**src/rtl/instr_count_reader.sv**
```systemverilog
// Readout engine for the per-opcode instruction counter bank.
// A start request freezes every counter into a local snapshot, then the
// snapshot is streamed to the debug UART transmitter as one framed packet:
//   HDR_BYTE, NUM_CNT, counter bytes (little-endian, counter 0 first), checksum
// The checksum is the 8-bit wrap-around sum of the length byte and all data
// bytes. The live counters keep running while the frame is sent.
module instr_count_reader #(
    parameter int          NUM_CNT  = 18,
    parameter int          CNT_W    = 32,
    parameter logic [7:0]  HDR_BYTE = 8'hA5
) (
    input  logic                     clk,
    input  logic                     reset,
    input  logic [NUM_CNT*CNT_W-1:0] cnt_flat,
    input  logic                     start,
    output logic [7:0]               tx_data,
    output logic                     tx_valid,
    input  logic                     tx_ready,
    output logic                     busy,
    output logic                     done,
    output logic [7:0]               checksum
);

    // Width of the counter index; a single-counter build still needs one bit.
    localparam int IDX_W = (NUM_CNT > 1) ? $clog2(NUM_CNT) : 1;

    // Length byte carried in the frame right after the header.
    localparam logic [7:0] LEN_BYTE = 8'(NUM_CNT);

    // Index of the final counter, used to leave the payload phase.
    localparam logic [IDX_W-1:0] LAST_IDX = IDX_W'(NUM_CNT - 1);

    typedef enum logic [2:0] {
        S_IDLE,
        S_HDR,
        S_LEN,
        S_DATA,
        S_CSUM
    } state_t;

    state_t state;
    state_t state_nxt;

    // Frozen copy of the counters; only written when a frame is accepted.
    logic [CNT_W-1:0] snap [NUM_CNT];

    logic [IDX_W-1:0] cnt_idx;
    logic [1:0]       byte_idx;

    logic [CNT_W-1:0] cur_word;
    logic [7:0]       data_byte;
    logic             accept;
    logic             xfer;
    logic             last_byte;

    // A new frame is only taken from IDLE; start during a frame is dropped.
    assign accept    = (state == S_IDLE) && start;

    // A byte leaves on every edge where the handshake completes.
    assign xfer      = tx_valid && tx_ready;

    // Final payload byte: top byte of the last counter.
    assign last_byte = (byte_idx == 2'd3) && (cnt_idx == LAST_IDX);

    // Select the payload byte addressed by the counter and byte indices.
    always_comb begin
        cur_word  = snap[cnt_idx];
        data_byte = 8'h00;
        case (byte_idx)
            2'd0:    data_byte = cur_word[7:0];
            2'd1:    data_byte = cur_word[15:8];
            2'd2:    data_byte = cur_word[23:16];
            default: data_byte = cur_word[31:24];
        endcase
    end

    // Next state and per-state outputs; the byte on tx_data depends only on
    // registered state, so it cannot move while the transmitter stalls.
    always_comb begin
        // NOTE: every output gets a default first so no path leaves a latch.
        state_nxt = state;
        tx_valid  = 1'b0;
        busy      = 1'b0;
        tx_data   = 8'h00;
        case (state)
            S_IDLE: begin
                if (start) begin
                    state_nxt = S_HDR;
                end
            end
            S_HDR: begin
                tx_valid = 1'b1;
                busy     = 1'b1;
                tx_data  = HDR_BYTE;
                if (tx_ready) begin
                    state_nxt = S_LEN;
                end
            end
            S_LEN: begin
                tx_valid = 1'b1;
                busy     = 1'b1;
                tx_data  = LEN_BYTE;
                if (tx_ready) begin
                    state_nxt = S_DATA;
                end
            end
            S_DATA: begin
                tx_valid = 1'b1;
                busy     = 1'b1;
                tx_data  = data_byte;
                if (tx_ready && last_byte) begin
                    state_nxt = S_CSUM;
                end
            end
            S_CSUM: begin
                tx_valid = 1'b1;
                busy     = 1'b1;
                tx_data  = checksum;
                if (tx_ready) begin
                    state_nxt = S_IDLE;
                end
            end
            default: begin
                state_nxt = S_IDLE;
            end
        endcase
    end

    // State register; reset aborts any frame in flight immediately.
    always_ff @(posedge clk or posedge reset) begin
        // NOTE: sequential state uses <= so all flops update from pre-edge values.
        if (reset) begin
            state <= S_IDLE;
        end else begin
            state <= state_nxt;
        end
    end

    // Capture all counters at the accepting edge; held for the whole frame.
    always_ff @(posedge clk or posedge reset) begin
        // NOTE: the snapshot is reset because it must read as zero after reset,
        // so it cannot map to RAM; it stays as a bank of resettable flops.
        if (reset) begin
            for (int i = 0; i < NUM_CNT; i++) begin
                snap[i] <= '0;
            end
        end else if (accept) begin
            for (int i = 0; i < NUM_CNT; i++) begin
                snap[i] <= cnt_flat[i*CNT_W +: CNT_W];
            end
        end
    end

    // Walk counter and byte indices across the payload, one step per byte.
    always_ff @(posedge clk or posedge reset) begin
        if (reset) begin
            cnt_idx  <= '0;
            byte_idx <= 2'd0;
        end else if (accept || ((state == S_LEN) && xfer)) begin
            cnt_idx  <= '0;
            byte_idx <= 2'd0;
        end else if ((state == S_DATA) && xfer) begin
            byte_idx <= byte_idx + 2'd1;
            if ((byte_idx == 2'd3) && (cnt_idx != LAST_IDX)) begin
                cnt_idx <= cnt_idx + IDX_W'(1);
            end
        end
    end

    // Running checksum over the length byte and payload; held after the frame.
    always_ff @(posedge clk or posedge reset) begin
        if (reset) begin
            checksum <= 8'h00;
        end else if (accept) begin
            checksum <= 8'h00;
        end else if (xfer && ((state == S_LEN) || (state == S_DATA))) begin
            checksum <= checksum + tx_data;
        end
    end

    // One-cycle completion pulse in the cycle after the checksum byte leaves.
    always_ff @(posedge clk or posedge reset) begin
        if (reset) begin
            done <= 1'b0;
        end else begin
            done <= (state == S_CSUM) && xfer;
        end
    end

endmodule

```
**config.mk**
```make
export PLATFORM = sky130hd
export DESIGN_NAME = instr_count_reader
export DESIGN_NICKNAME = d
export VERILOG_FILES = /design/src/rtl/instr_count_reader.sv
export SDC_FILE = /design/constraint.sdc
export NUM_CORES = 2
export LEC_CHECK = 0
export ABC_AREA = 1
export CORE_ASPECT_RATIO = 0.75
export CORE_MARGIN = 3
export CORE_UTILIZATION = 30
export CTS_CLUSTER_SIZE = 25
export DETAILED_ROUTE_END_ITERATION = 12
export GPL_ROUTABILITY_DRIVEN = 0
export GPL_TIMING_DRIVEN = 1
export PLACE_DENSITY_LB_ADDON = 0.15
export SLEW_MARGIN = 20
export SYNTH_ARGS = -nofsm -noshare
export SYNTH_HDL_FRONTEND = slang
export SYNTH_SLANG_ARGS = --single-unit
```
**constraint.sdc**
```tcl
create_clock -name clk -period 37.2 [get_ports clk]
set_clock_uncertainty 0.15 [all_clocks]
set_input_delay 3.72 -clock clk [delete_from_list [all_inputs] [get_ports clk]]
set_output_delay 3.72 -clock clk [all_outputs]
set_load 0.02 [all_outputs]
```
==> results by group <==
Synth
  • Synth top area share: 0.5258
  • Average size of a mapped cell: 10.26 sq um
  • Area leader, netlist: dfrtp_1
  • Ys async rst share: 1.000
  • Count leader, synth: dfrtp_1
  • Post-synth EDFFs: 0
  • Yosys reg bits: 595
  • Syn Inst Count: 2759
  • Most area-consuming cells after synthesis: dfrtp_1 53%, mux2_2 18%, a21oi_1 4.2%
  • Netlist cell types: 50
  • Mapped Area: 28320 sq um
  • Post-synth net total: 3353
  • Synth Flop Type: dfrtp_1
  • Sequential share of the synthesized area: 0.5258
  • Synth cell count leaders: 595 x dfrtp_1, 441 x mux2_2, 298 x nor2_1
  • Total number of yosys warnings: 0

Pwr
  • PwrDens: 73.03 nW/um^2
  • Switch share: 0.3235
  • Share of power burned in registers: 0.411
  • Clock power frac: 0.251
  • Max VDD drop: 0.05970 mV
  • Cell Int Power: 1.837 mW
  • Leak: 15.86 nW
  • Combinational power share: 0.339
  • Switching power: 0.8782 mW

Setup path
  • CP Class: flip-flop to output port
  • RR Startpoint: cnt_idx[1]$_DFFE_PP0P_
  • Worst flop-to-flop path endpoint: checksum[6]$_DFFE_PP0P_
  • Worst EP arrival: 5.30 ns
  • Reg2Reg Setup Slack: 31.57 ns
  • Worst EP required: 33.33 ns
  • Worst-case reg-to-reg path depth: 22
  • CP max FO: 93
  • Critical Path Sink Type: output port
  • Worst setup SP type: flip-flop

Timing
  • Pins Over Slew Limit: 0
  • Final worst-path cycle share: 0.2465
  • Slew HR: 0.2824
  • Final setup violation count: 0
  • Peak Freq: 0.1090 GHz
  • Min cycle time layout: 9.171 ns
  • Worst-Margin Slew: 1.076 ns
  • Final WS setup: 28.03 ns
  • Setup tns final: 0 ns
  • RSZ-0062 raised after global routing: no
  • Final Hold Fails: 0

Drt
  • Vias: 21930
  • WL per Instance: 22.49 um
  • DRT Wirelength: 102400 um
  • Drt drc: 0
  • DRT Pass-1 Iters: 5
  • Detailed Route Iter0 Violations: 1431
  • DRT antenna net count: 0
  • DR vias/cell: 4.818

Global routing
  • Grt ovf: 0
  • Initial antenna violation count: 36
  • Vias in the first global route: 22510
  • Largest net degree at the start of global routing: 169
  • GRT Resource Usage Total: 0.2050
  • First-pass GRT wire length: 150500 um

CTS
  • Clock Latency Late Sink: 0.62 ns
  • Hold-fix buffers, CTS: 0
  • Num CTS Buffers: 67
  • Clock Tree Buf Depth: 3
  • CTS tree: built
  • Clock sink count: 595
  • Setup bufs post-CTS: 0
  • Max H-tree Level: 3
  • Clock Root Buffer: clkbuf_16
  • CTS resizes: 0
  • Clock Pin Slew Worst Setup and Hold Paths: 0.06 ns

Floorplan
  • Die span in x: 360.8 um
  • Die Y: 272.1 um
  • Initial Util: 0.3062
  • Core area: 92490 sq um
  • Total die area: 98160 sq um
  • Site Rows: 96
  • IO Pins: 599

Run status
  • Status: finished, final reports clean

Placement
  • Placed inst area: 34940 sq um
  • IO buf count: 598
  • Placed cells: 4418
  • Dpl ws: 28.51 ns
  • HPWL after DPL: 72880 um

Worst hold path
  • Hold Crit Endpoint: snap[137]$_DFFE_PP0P_
  • HP Start: snap[137]$_DFFE_PP0P_
  • WHS Path Cells: 1
  • HP Class: flip-flop to flip-flop

Flow run
  • Number of max-cap violations: 0

Layout
  • Layout cells sized above 1: 0.1795
  • Nets: 3856
  • Post-Layout Cell Count: 4551
  • Area growth syn-to-layout: 31.28%
  • Finished Cell Area: 37180 sq um
placed cells by master (no fill, tap or decap), types with 4 or more instances in the layout:
master,count
o21ai_0,232
dfrtp_1,591
nor2_1,298
buf_12,4
inv_1,167
a22oi_1,7
nand4_1,4
bufinv_16,4
clkbuf_16,71
mux2_2,441
clkbuf_8,13
a31oi_1,16
inv_2,5
o21ai_1,17
clkbuf_1,19
clkinv_2,8
o2111ai_1,6
buf_4,25
nand2_1,289
diode_2,17
ha_1,13
o211ai_1,52
o22ai_1,29
nand3_1,92
clkdlybuf4s50_1,598
a21oi_1,239
mux2i_1,17
o311ai_1,6
how the worst max path moves through the flow:
stage	from	to	slack (ns)	cells past startpoint
floorplan	reset	byte_idx[0]$_DFFE_PP0P_	16.68	1
global placement	start	snap[309]$_DFFE_PP0P_	28.56	7
detailed placement	start	snap[308]$_DFFE_PP0P_	28.51	7
CTS	cnt_idx[0]$_DFFE_PP0P_	tx_data[4]	27.95	12
global route	cnt_idx[0]$_DFFE_PP0P_	tx_data[4]	27.73	12
finish	cnt_idx[0]$_DFFE_PP0P_	tx_data[4]	28.03	12
sequential cells by signal, indices dropped and copies added, names as in the netlist:
| signal | count |
|---|---|
| cnt_idx | 5 |
| state | 3 |
| done | 1 |
| snap | 576 |
| checksum | 8 |
| byte_idx | 2 |
per-layer routing:
| metal | track usage | vias up | wire (um) |
|---|---|---|---|
| met5 | 0 | - | 244 |
| met4 | 0.04624 | 34 | 1765 |
| met3 | 0.05593 | 127 | 6409 |
| met2 | 0.3289 | 524 | 47560 |
| met1 | 0.2763 | 10800 | 46380 |
| li1 | - | 10440 | - |
kinds of logic after synthesis:
group | after synthesis | share of synthesized area
flip-flops | 595 | 0.5258
buffers and inverters | 369 | 0.06614
XOR/XNOR | 2 | 0.0006187
adder cells (fa/ha/maj) | 14 | 0.006451
AO/OA/AOI/OAI | 617 | 0.1194
AND/OR/NAND/NOR | 704 | 0.1002
multiplexers | 458 | 0.1814
layout make-up:
cell class | instances | area, sq um
diodes | 17 | 42.54
flip-flops and latches | 595 | 14900
inverters | 176 | 676.9
multi-input cells | 1795 | 11570
clock buffers | 103 | 2027
well taps | 1225 | 1533
clock inverters | 13 | 171.4
fillers | 9219 | 55310
repair buffers | 627 | 6254
critical path: stages (launching register included):
cell and delay, ns:
dfrtp_4 0.73, inv_8 0.56, buf_4 0.83, a21oi_1 0.15, o21ai_1 0.13, o211ai_1 0.11, nand3_1 0.18, a31oi_1 0.13
o21ai_0 0.51, nand4_1 0.47, nand2_1 0.20, nand2_1 0.11, clkdlybuf4s50_1 0.56
stage by stage:
stage	hold WS (ns)	total power, mW	util
3_5_place_dp	0.3372	2.051	0.3777
4_1_cts	0.3501	2.743	0.4015
6_report	0.3501	2.715	0.4020
2_1_floorplan	0.3212	1.755	-
3_3_place_gp	0.3318	2.035	0.3777
5_1_grt	0.3569	2.900	0.4016
power groups by stage:
stage / Clock [mW] / Combinational, mW / Sequential (mW)
after floorplan: 0 / 0.671 / 1.08
after global placement: 0 / 0.913 / 1.12
after detailed placement: 0 / 0.926 / 1.12
after CTS: 0.699 / 0.930 / 1.11
after global routing: 0.726 / 1.02 / 1.15
final: 0.681 / 0.919 / 1.11
Power figures use the tool's default switching activity.
